<file path="config.mk">
export PLATFORM = sky130hd
export DESIGN_NAME = display_scanner
export DESIGN_NICKNAME = d
export VERILOG_FILES = /design/src/rtl/display_pkg.sv /design/src/rtl/hex_to_7seg.sv /design/src/rtl/display_scanner.sv
export SDC_FILE = /design/constraint.sdc
export NUM_CORES = 1
export LEC_CHECK = 0
export BUFFER_PORTS_ARGS = -buffer_cell sky130_fd_sc_hd__buf_2
export CORE_MARGIN = 2
export CORE_UTILIZATION = 50
export CTS_CLUSTER_DIAMETER = 30
export CTS_CLUSTER_SIZE = 40
export DETAILED_ROUTE_END_ITERATION = 7
export PLACE_DENSITY = 0.78
export REMOVE_ABC_BUFFERS = 1
export SYNTH_ARGS = -nofsm -noshare
export SYNTH_HDL_FRONTEND = slang
export SYNTH_SLANG_ARGS = --single-unit
</file>
<file path="constraint.sdc">
create_clock -name clk -period 3.5 [get_ports clk]
set_input_delay 0.7 -clock clk [delete_from_list [all_inputs] [get_ports clk]]
set_output_delay 0.7 -clock clk [all_outputs]
set_load 0.02 [all_outputs]
</file>
<file path="src/rtl/display_pkg.sv">
// Shared definitions for the seven-segment display blocks: scan states,
// blanking constants and the active-low hex glyph set {g,f,e,d,c,b,a}.
package display_pkg;

   typedef enum logic [1:0] {
      ST_OFF  = 2'd0,
      ST_DEAD = 2'd1,
      ST_ON   = 2'd2
   } scan_state_t;

   localparam logic [6:0] SEG_BLANK  = 7'h7F;
   localparam logic [3:0] AN_ALL_OFF = 4'hF;

   localparam logic [6:0] GLYPH_0 = 7'h40;
   localparam logic [6:0] GLYPH_1 = 7'h79;
   localparam logic [6:0] GLYPH_2 = 7'h24;
   localparam logic [6:0] GLYPH_3 = 7'h30;
   localparam logic [6:0] GLYPH_4 = 7'h19;
   localparam logic [6:0] GLYPH_5 = 7'h12;
   localparam logic [6:0] GLYPH_6 = 7'h02;
   localparam logic [6:0] GLYPH_7 = 7'h78;
   localparam logic [6:0] GLYPH_8 = 7'h00;
   localparam logic [6:0] GLYPH_9 = 7'h10;
   localparam logic [6:0] GLYPH_A = 7'h08;
   localparam logic [6:0] GLYPH_B = 7'h03;
   localparam logic [6:0] GLYPH_C = 7'h46;
   localparam logic [6:0] GLYPH_D = 7'h21;
   localparam logic [6:0] GLYPH_E = 7'h06;
   localparam logic [6:0] GLYPH_F = 7'h0E;

endpackage

</file>
<file path="src/rtl/hex_to_7seg.sv">
// Combinational hex nibble to active-low seven-segment glyph decode.
module hex_to_7seg
   import display_pkg::*;
(
   input  logic [3:0] hex,
   output logic [6:0] seg
);

   always_comb begin
      case (hex)
         4'h0:    seg = GLYPH_0;
         4'h1:    seg = GLYPH_1;
         4'h2:    seg = GLYPH_2;
         4'h3:    seg = GLYPH_3;
         4'h4:    seg = GLYPH_4;
         4'h5:    seg = GLYPH_5;
         4'h6:    seg = GLYPH_6;
         4'h7:    seg = GLYPH_7;
         4'h8:    seg = GLYPH_8;
         4'h9:    seg = GLYPH_9;
         4'hA:    seg = GLYPH_A;
         4'hB:    seg = GLYPH_B;
         4'hC:    seg = GLYPH_C;
         4'hD:    seg = GLYPH_D;
         4'hE:    seg = GLYPH_E;
         default: seg = GLYPH_F;
      endcase
   end

endmodule

</file>
<file path="src/rtl/display_scanner.sv">
// Four-digit multiplexed seven-segment scanner with dead time between digits.
//   state | meaning
//   OFF   | scanning disabled, all outputs dark, digit 0 selected
//   DEAD  | all anodes off for DEAD_CYCLES before the selected digit lights
//   ON    | selected anode driven for ON_CYCLES with the latched glyph
module display_scanner
   import display_pkg::*;
#(
   parameter int ON_CYCLES   = 100000,
   parameter int DEAD_CYCLES = 1000
) (
   input  logic       clk,
   input  logic       reset,
   input  logic       enable,
   input  logic [3:0] hex_val,
   input  logic [3:0] blank_mask,
   input  logic [3:0] dp_mask,
   output logic [2:0] digit_sel,
   output logic [3:0] an,
   output logic [6:0] seg,
   output logic       dp,
   output logic       frame_tick
);

   localparam int            CW        = (ON_CYCLES > 2) ? $clog2(ON_CYCLES) : 1;
   localparam logic [CW-1:0] ON_LAST   = CW'(ON_CYCLES - 1);
   localparam logic [CW-1:0] DEAD_LAST = CW'(DEAD_CYCLES - 1);

   scan_state_t   state_q, state_d;
   logic [CW-1:0] cnt_q, cnt_d;
   logic [1:0]    sel_q, sel_d;
   logic [6:0]    seg_d;
   logic          dp_d;
   logic          tick_d;
   logic [6:0]    glyph;

   hex_to_7seg u_dec (
      .hex (hex_val),
      .seg (glyph)
   );

   assign digit_sel = {1'b0, sel_q};

   always_ff @(posedge clk or posedge reset) begin
      if (reset) begin
         state_q    <= ST_OFF;
         cnt_q      <= '0;
         sel_q      <= '0;
         seg        <= SEG_BLANK;
         dp         <= 1'b1;
         frame_tick <= 1'b0;
      end else begin
         state_q    <= state_d;
         cnt_q      <= cnt_d;
         sel_q      <= sel_d;
         seg        <= seg_d;
         dp         <= dp_d;
         frame_tick <= tick_d;
      end
   end

   // Disable wins over everything, including a digit advance on the same edge.
   always_comb begin
      state_d = state_q;
      cnt_d   = cnt_q + CW'(1);
      sel_d   = sel_q;
      seg_d   = seg;
      dp_d    = dp;
      tick_d  = 1'b0;
      if (!enable) begin
         state_d = ST_OFF;
         cnt_d   = '0;
         sel_d   = '0;
         seg_d   = SEG_BLANK;
         dp_d    = 1'b1;
      end else begin
         case (state_q)
            ST_OFF: begin
               state_d = ST_DEAD;
               cnt_d   = '0;
            end
            ST_DEAD: begin
               if (cnt_q == DEAD_LAST) begin
                  state_d = ST_ON;
                  cnt_d   = '0;
                  seg_d   = glyph;
                  dp_d    = ~dp_mask[sel_q];
               end
            end
            ST_ON: begin
               if (cnt_q == ON_LAST) begin
                  state_d = ST_DEAD;
                  cnt_d   = '0;
                  sel_d   = sel_q + 2'd1;
                  tick_d  = (sel_q == 2'd3);
               end
            end
            default: begin
               state_d = ST_OFF;
               cnt_d   = '0;
               sel_d   = '0;
               seg_d   = SEG_BLANK;
               dp_d    = 1'b1;
            end
         endcase
      end
   end

   always_comb begin
      an = AN_ALL_OFF;
      if (state_q == ST_ON && !blank_mask[sel_q]) begin
         an[sel_q] = 1'b0;
      end
   end

endmodule

</file>
After elaboration in Yosys (flattened, before gate mapping). Memory sizes are Yosys's and may differ from the RTL's. Cells that the tools add are included.

Input port bits: 15. Register bits after elaboration: 30. Word-level logic and storage cells: 58. Output and inout bits: 16. ROM bits: 112. Memories kept: 1.

Memories: (name not given) (depth 16, width 7, rd ports 1, clocked after Yosys merged registers in 0, write ports 0, RTL line hex_to_7seg.sv:10) `case (hex)`.

Add/subtract/negate cells: 2. Reduce and logical (&&, ||, !) cells: 9. Bitwise logic cells: 2. Multiplexer cells: 27. Equality and inequality tests: 9. Order comparisons: 2.

Operator list (count): $mux W17 (3); $pmux W17 S2 (1); $add A17 B1 Y17 const B (1); $eq A17 B10 Y1 const B (1); $eq A17 B17 Y1 const B (1); $mux W7 (2); $pmux W7 S2 (1); $mux W2 (5); $mux W1 (8); $ne A3 B3 Y1 const B (2); $pmux W2 S3 (1); $reduce_and A2 Y1 (3); $bmux W1 S2 (2); $eq A2 B2 Y1 const B (2); $mux W4 (1); $ne A2 B2 Y1 const B (2); $not A4 Y4 (1); $pmux W2 S2 (1); $reduce_or A2 Y1 (2); $lt A2 B3 Y1 const B (1); $add A2 B1 Y2 const B (1); $demux W1 S2 (1); $eq A2 B1 Y1 const B (1); $ge A2 B1 Y1 const B (1); 5 further kinds (6).

Longest topological paths before layout. Gate-level depths: netlist of run 1.

Word-level depth: 6. Depth in mapped cells: 8. Gate-level depth less buffers: 7.

Cells and area by module. From an unflattened synthesis of run 1, not the netlist that was laid out.

Cell total of the unflattened synthesis: 200. Area total of the unflattened synthesis: 1955.6 um^2.

By module, submodules not included: display_scanner (times used 1, seq. area each 760.7 um^2, cells each 169, area an instance 1694.1 um^2); hex_to_7seg (times used 1, seq. area each 0.0 um^2, cells each 31, area an instance 261.5 um^2).

Worst setup path before layout of run 1. No wires, ideal clock.

Path type: in2out. Start point: in blank_mask[3]. End point: out an[0]. Slack: 1276 ps. Required time: 2800 ps. Arrival time: 1524 ps. Stages on the path: 3. Path buffers: 0. Cells stage by stage: mux4_2 -> nor2b_1 -> nand2_1.

Longest elaborated chain between the ends: 5.

Ends and longest elaborated chain: start, declared (RTL line display_scanner.sv:16) `input logic [3:0] blank_mask,`; $bmux W1 S2 (RTL line display_scanner.sv:111) `if (state_q == ST_ON && !blank_mask[sel_q]) begin`; $mux W1 (not written as such) (RTL line display_scanner.sv:111); $logic_not A1 Y1 (RTL line display_scanner.sv:111); $logic_and A1 B1 Y1 (RTL line display_scanner.sv:111); $mux W4 (RTL line display_scanner.sv:111); end, declared (RTL line display_scanner.sv:19) `output logic [3:0] an,`.

Every way passes these cells. The select of a mux whose other input is x is not followed.

Final worst setup path of run 1.
Start point: reg sel_q[0]. End point: out an[2].

Longest elaborated chain between the ends: 6. Elaborated cells between the ends (all ways): 11. Those cells by class: 2 x order compare; 5 x mux; 1 x bitwise; 3 x reduce/logical.

Ends and longest elaborated chain: start, declared (RTL line display_scanner.sv:31) `logic [1:0] sel_q, sel_d;`; start signal, assigned (RTL line display_scanner.sv:55) `sel_q <= sel_d;`; $lt A2 B3 Y1 (not written as such) / $ge A2 B1 Y1 (equally long branches) (RTL line display_scanner.sv:112) `an[sel_q] = 1'b0;`; $logic_and A1 B1 Y1 (not written as such) (RTL line display_scanner.sv:112); $mux W1 (not written as such) (RTL line display_scanner.sv:112); $demux W1 S2 (RTL line display_scanner.sv:112); $not A4 Y4 (no line); $mux W4 (*) (RTL line display_scanner.sv:111).

Every way passes the cells marked *; elsewhere a longest branch is shown, timed or not. The select of a mux whose other input is x is not followed.

==> flow_metrics.py, run 1 <==
metrics = {
    "floorplanning": {
        "coreArea_um2": 3720,
        "start_util": 0.529,
        "die_x_um": 66.7,
        "rows": 22,
        "fp.dieH_um": 66.7,
        "ioPinCount": 31,
        "die_area_um2": 4450,
    },
    "sta": {
        "max_slew.worst_pin.slew_ps": 931,
        "fmax_mhz": 400,
        "period_share": 0.715,
        "finalCriticalPeriod_ps": 2500,
        "relSlewSlack": 0.379,
        "hold_viol_final": 0,
        "rsz0062_at_grt": "no",
        "finalSetupViolCount": 0,
        "setup-tns-final_ps": 0,
        "finalMaxSlewViolations": 0,
        "finalClockSkew_ps": 6.68,
    },
    "synth": {
        "ys_ff_latch": 30,
        "synth_top_cell_by_area": "dfrtp_1",
        "synthFlopType": "dfrtp_1",
        "synth_most_common_cell": "nor2_1",
        "yosysTopAreaCellShare": 0.280,
        "avgSynthCellArea_um2": 9.93,
        "syn_inst": 198,
        "ys_seq_area_frac": 0.387,
        "synthTopCellsByArea": "dfrtp_1 (28%), dfstp_2 (11%), ha_1 (9.5%), nor2_1 (5.2%), mux2i_1 (4.6%)",
        "synth_cell_types": 41,
        "yosys-top-cells-count": "nor2_1 (27), dfrtp_1 (22), nand2_1 (19)",
        "async_reset_ff_frac": 1.00,
        "ys_warn_count": 0,
        "synth_edf_count": 0,
        "synth_area_um2": 1970,
    },
    "cells_and_area": {
        "ff_latch_area_um2": 761,
        "nNetsFinal": 257,
        "diodes": 0,
        "fill_cells": 332,
        "multi_input_area_um2": 1100,
        "drive_gt1_frac": 0.263,
        "area_growth_pct": 12.3,
        "instances_no_fill": 276,
    },
    "global_route": {
        "overflow": 0,
        "antenna_found_initial": 0,
        "grt.total_usage": 0.183,
        "grt_pass1_vias": 1353,
        "grt_max_degree": 26,
        "grt_pass1_wl_mm": 6.04,
    },
    "clocking": {
        "clockRootBuffer": "clkbuf_8",
        "max-clock-path-buffers": 2,
        "clk_pin_slew_worst_paths_ps": 70,
        "numCtsBuffers": 5,
        "post_cts_buffers": 0,
        "clk_latency_ps": 290,
        "holdBufCountCts": 0,
        "cts_tree": "yes",
        "cts.sinks": 30,
        "h-tree-depth": 2,
        "cts_resized": 0,
    },
    "worst_setup_path": {
        "cp.required_ps": 2800,
        "critPathCaptureType": "primary output",
        "critPathBufInv": 1,
        "cp_cell_sequence": "mux4_2, nor2b_1, nand2_1, buf_2",
        "worstPathMaxFanout": 7,
        "cp_slowest_cell": "mux4_2",
        "rrSetupSlack_ps": 1390,
        "r2r_cells": 6,
        "max_stage_delay_ps": 540,
        "criticalPathCategory": "reg -> out",
        "path_delay_family": "multiplexers",
        "crit_arrival_ps": 1800,
        "cp-start-kind": "flop",
        "cp.depth": 4,
    },
    "place": {
        "placed_cells": 268,
        "dp_hpwl_mm": 2.48,
        "gp_congestion": 0.806,
        "port_buffers": 29,
    },
    "worst_hold_path": {
        "hold_path.class": "reg -> reg",
        "min_path_cells": 1,
    },
    "detailed_routing": {
        "vias_per_cell": 5.29,
        "drt-pass1-iter-count": 4,
        "drt-initial-drc-count": 55,
        "vias": 1460,
        "wl_mm": 3.52,
        "post-route-drc-count": 0,
        "ant_nets": 0,
        "routedWlPerCell_um": 12.7,
    },
    "power_and_ir_drop": {
        "peakVddDrop_v": 0.000231,
        "cellPowerDensity_nw_per_um2": 449,
        "power_leakage_nw": 0.960,
    },
    "outcome": {
        "status": "complete, no violations",
    },
    "run": {
        "drv_cap": 0,
    },
}
## cell usage in the layout, fill, tap and decap left out, drive strengths merged, types with 3 or more instances in the layout
cell and instances:
a211oi 3, and4 3, buf 30, clkbuf 7
dfrtp 22, dfstp 8, ha 15, inv 11
mux2 5, mux2i 9, nand2 20, nand2b 4
nand3 9, nand4 7, nor2 27, nor2b 5
nor3 4, nor4 3, o21ai 3, xnor2 5
xor2 10
## final timing paths
check,end,from
setup / recovery,an[2],sel_q[0]
hold / removal,cnt_q[0],cnt_q[0]
setup reg to reg,cnt_q[16],cnt_q[0]
hold reg to reg,cnt_q[0],cnt_q[0]
max in group asynchronous,seg[4],reset
min in group asynchronous,state_q[0],reset
## cells by family after synthesis
kind of cell,after synthesis,share of synthesized area
flip-flops,30,0.387
other,1,0.00191
AO/OA/AOI/OAI,15,0.0719
adder cells (fa/ha/maj),15,0.0954
buffers and inverters,19,0.0522
AND/OR/NAND/NOR,87,0.222
multiplexers,16,0.103
XOR/XNOR,15,0.0668
## metrics by stage
step / setup WS (ps) / hold slack [ps] / power (W) / util / instance area (um2)
final: 999 / 457 / 0.000993 / 0.595 / 2210
after global routing: 826 / 509 / 0.00106 / 0.595 / 2210
after CTS: 974 / 458 / 0.00100 / 0.595 / 2210
after detailed placement: 1080 / 450 / 0.000714 / 0.570 / 2120
after global placement: 1100 / 450 / 0.000706 / 0.570 / 2120
after floorplan: 1280 / 433 / 0.000636 / - / 1910
## state kept, by name, summed over array words and instances (netlist names)
signal,cells
frame_tick,1
dp,1
sel_q,2
cnt_q,17
seg,7
state_q,2
## report_power, final
part,internal (W),switching (W)
Sequential,0.000384,0.0000260
Clock,0.000158,0.000127
Combinational,0.000120,0.000177
Total,0.000663,0.000330
## layer usage
| metal | part of all wire | up-vias | global-route usage |
|---|---|---|---|
| li1 | - | 738 | - |
| met1 | 0.47 | 684 | 0.233 |
| met2 | 0.46 | 32 | 0.288 |
| met3 | 0.044 | 6 | 0.0524 |
| met4 | 0.020 | 0 | 0.0842 |
| met5 | 0 | - | 0 |
## cell type report
class / instances / area share
Clock inverter: 1 / 0.00227
Multi-Input combinational cell: 149 / 0.499
Timing Repair Buffer: 30 / 0.0691
Clock buffer: 7 / 0.0391
Tap cell: 48 / 0.0272
Inverter: 11 / 0.0187
Sequential cell: 30 / 0.344
No activity file was read; power rests on OpenSTA's default activity.
==> inputs of run 2 (changes only) <==
--- a/config.mk
+++ b/config.mk
@@ -11,7 +11,7 @@
 export CTS_CLUSTER_DIAMETER = 30
 export CTS_CLUSTER_SIZE = 40
 export DETAILED_ROUTE_END_ITERATION = 7
-export PLACE_DENSITY = 0.78
+export PLACE_DENSITY = 0.81
 export REMOVE_ABC_BUFFERS = 1
 export SYNTH_ARGS = -nofsm -noshare
 export SYNTH_HDL_FRONTEND = slang
==> constraint.sdc (replaced) <==
create_clock -name clk -period 2.07 [get_ports clk]
set_input_delay 0.414 -clock clk [delete_from_list [all_inputs] [get_ports clk]]
set_output_delay 0.414 -clock clk [all_outputs]
set_load 0.02 [all_outputs]
==> run 2 against run 1 <==
Compared with the run above: core utilization is 4.5 points higher; via count is 7.7% higher; first-iteration DRC count is 5.5% lower; largest power group unchanged; largest cell class unchanged.
==> flow_metrics.py, run 2 (synthesis gave the netlist of run 1 again) <==
metrics = {
    "outcome": {
        "status": "complete, no violations",
    },
    "floorplanning": {
        "die_area_um2": 4450,
        "coreArea_um2": 3720,
        "fp.dieH_um": 66.7,
        "rows": 22,
        "start_util": 0.529,
        "die_x_um": 66.7,
        "ioPinCount": 31,
    },
    "worst_setup_path": {
        "cp_slowest_cell": "mux4_2",
        "path_delay_family": "multiplexers",
        "cp_cell_sequence": "mux4_2, nor2b_4, nand2_2, buf_6",
        "cp-start-kind": "flop",
        "worstPathMaxFanout": 4,
        "crit_arrival_ps": 1610,
        "critPathCaptureType": "primary output",
        "cp.required_ps": 1660,
        "criticalPathCategory": "reg -> out",
        "max_stage_delay_ps": 550,
        "critPathBufInv": 1,
    },
    "clocking": {
        "cts.sinks": 30,
        "clk_latency_ps": 290,
        "cts_tree": "yes",
        "h-tree-depth": 2,
        "holdBufCountCts": 0,
        "numCtsBuffers": 5,
        "clk_pin_slew_worst_paths_ps": 70,
        "clockRootBuffer": "clkbuf_8",
        "max-clock-path-buffers": 2,
    },
    "detailed_routing": {
        "routedWlPerCell_um": 14.0,
        "vias": 1573,
        "ant_nets": 0,
        "wl_mm": 4.02,
        "post-route-drc-count": 0,
        "vias_per_cell": 5.46,
        "drt-initial-drc-count": 52,
        "drt-pass1-iter-count": 4,
    },
    "sta": {
        "finalSetupViolCount": 0,
        "fin_ws_ps": 44.0,
        "period_share": 0.979,
        "max_slew.worst_pin.slew_ps": 530,
        "hold_viol_final": 0,
        "relSlewSlack": 0.643,
        "finalMaxSlewViolations": 0,
        "finalCriticalPeriod_ps": 2030,
        "finalClockSkew_ps": 8.61,
        "fmax_mhz": 494,
        "rsz0062_at_grt": "yes",
    },
    "place": {
        "dp_hpwl_mm": 2.76,
        "pre_cts_slack_ps": 54.9,
        "port_buffers": 29,
        "gp_congestion": 0.885,
    },
    "cells_and_area": {
        "layout_commonest_cell": "nor2_1",
        "fill_cells": 316,
        "top_regs": "cnt_q: 17 flops, seg: 7 flops",
        "drive_gt1_frac": 0.333,
        "largest_register": "cnt_q",
        "multi_input_area_um2": 1140,
        "mostFrequentLayoutCells": "nor2_1 (27), buf_2 (25), dfrtp_1 (22)",
        "diodes": 0,
        "area_growth_pct": 20.8,
        "nNetsFinal": 269,
        "largest_reg_flops": 17,
        "ff_latch_area_um2": 761,
    },
    "power_and_ir_drop": {
        "power_leakage_nw": 1.05,
        "p_total_w": 0.00185,
        "cellPowerDensity_nw_per_um2": 780,
        "peakVddDrop_v": 0.000393,
    },
    "global_route": {
        "overflow": 0,
        "grt_max_degree": 31,
        "grt_pass1_wl_mm": 6.58,
        "antenna_found_initial": 0,
        "grt.total_usage": 0.202,
        "grt_pass1_vias": 1462,
    },
    "run": {
        "drv_cap": 0,
    },
    "worst_hold_path": {
        "hold_path.class": "in -> async",
    },
}
run 2: power breakdown:
group	switching, W	internal (W)	total, W
registers	0.0000399	0.000650	0.000689
logic	0.000342	0.000267	0.000609
clock network	0.000220	0.000335	0.000555
run 2: stage by stage:
step | util | hold slack (ps) | std cells | TNS (ps) | area (um2)
finish | 0.639 | 191 | 288 | 0 | 2380
global route | 0.639 | 229 | 288 | -604 | 2380
CTS | 0.619 | 201 | 285 | 0 | 2300
detailed placement | 0.588 | 461 | 277 | 0 | 2190
global placement | 0.588 | 443 | 277 | 0 | 2190
floorplan | - | 433 | 190 | 0 | 1910
run 2: layout make-up:
cell class,count,share of cell area
flip-flops and latches,30,0.320
inverters,11,0.0174
repair buffers,42,0.113
well taps,48,0.0253
clock buffers,8,0.0463
multi-input cells,149,0.478
run 2: worst paths after layout:
path                       cells past startpoint  slack [ps]  startpoint  endpoint
min reg2reg                                    2         480      seg[1]    seg[1]
max reg2reg                                    6          50    cnt_q[5]  cnt_q[9]
min in group clk                               2         480      seg[1]    seg[1]
min                                            3         190       reset  cnt_q[2]
max                                            4          40    sel_q[0]     an[0]
max in group asynchronous                      3        1560       reset        dp
run 2: repair_timing:
item,CTS,global route
endpoints found under the setup margin,4,25
setup buffers,0,3
gates resized for setup,1,16
pin swaps,0,12
run 2: per-layer routing:
layer	global-route usage	vias up	wire length, um
li1	-	760	-
met1	0.245	760	1790
met2	0.314	42	1940
met3	0.0608	11	183
met4	0.122	0	110
met5	0	-	0
run 2: worst reg2reg max path: cells and delay by family, from the launching register on:
| family | cells | cell delay (ps) |
|---|---|---|
| simple gates | 3 | 710 |
| compound gates | 2 | 580 |
| flops | 1 | 420 |
| buf+inv | 1 | 190 |
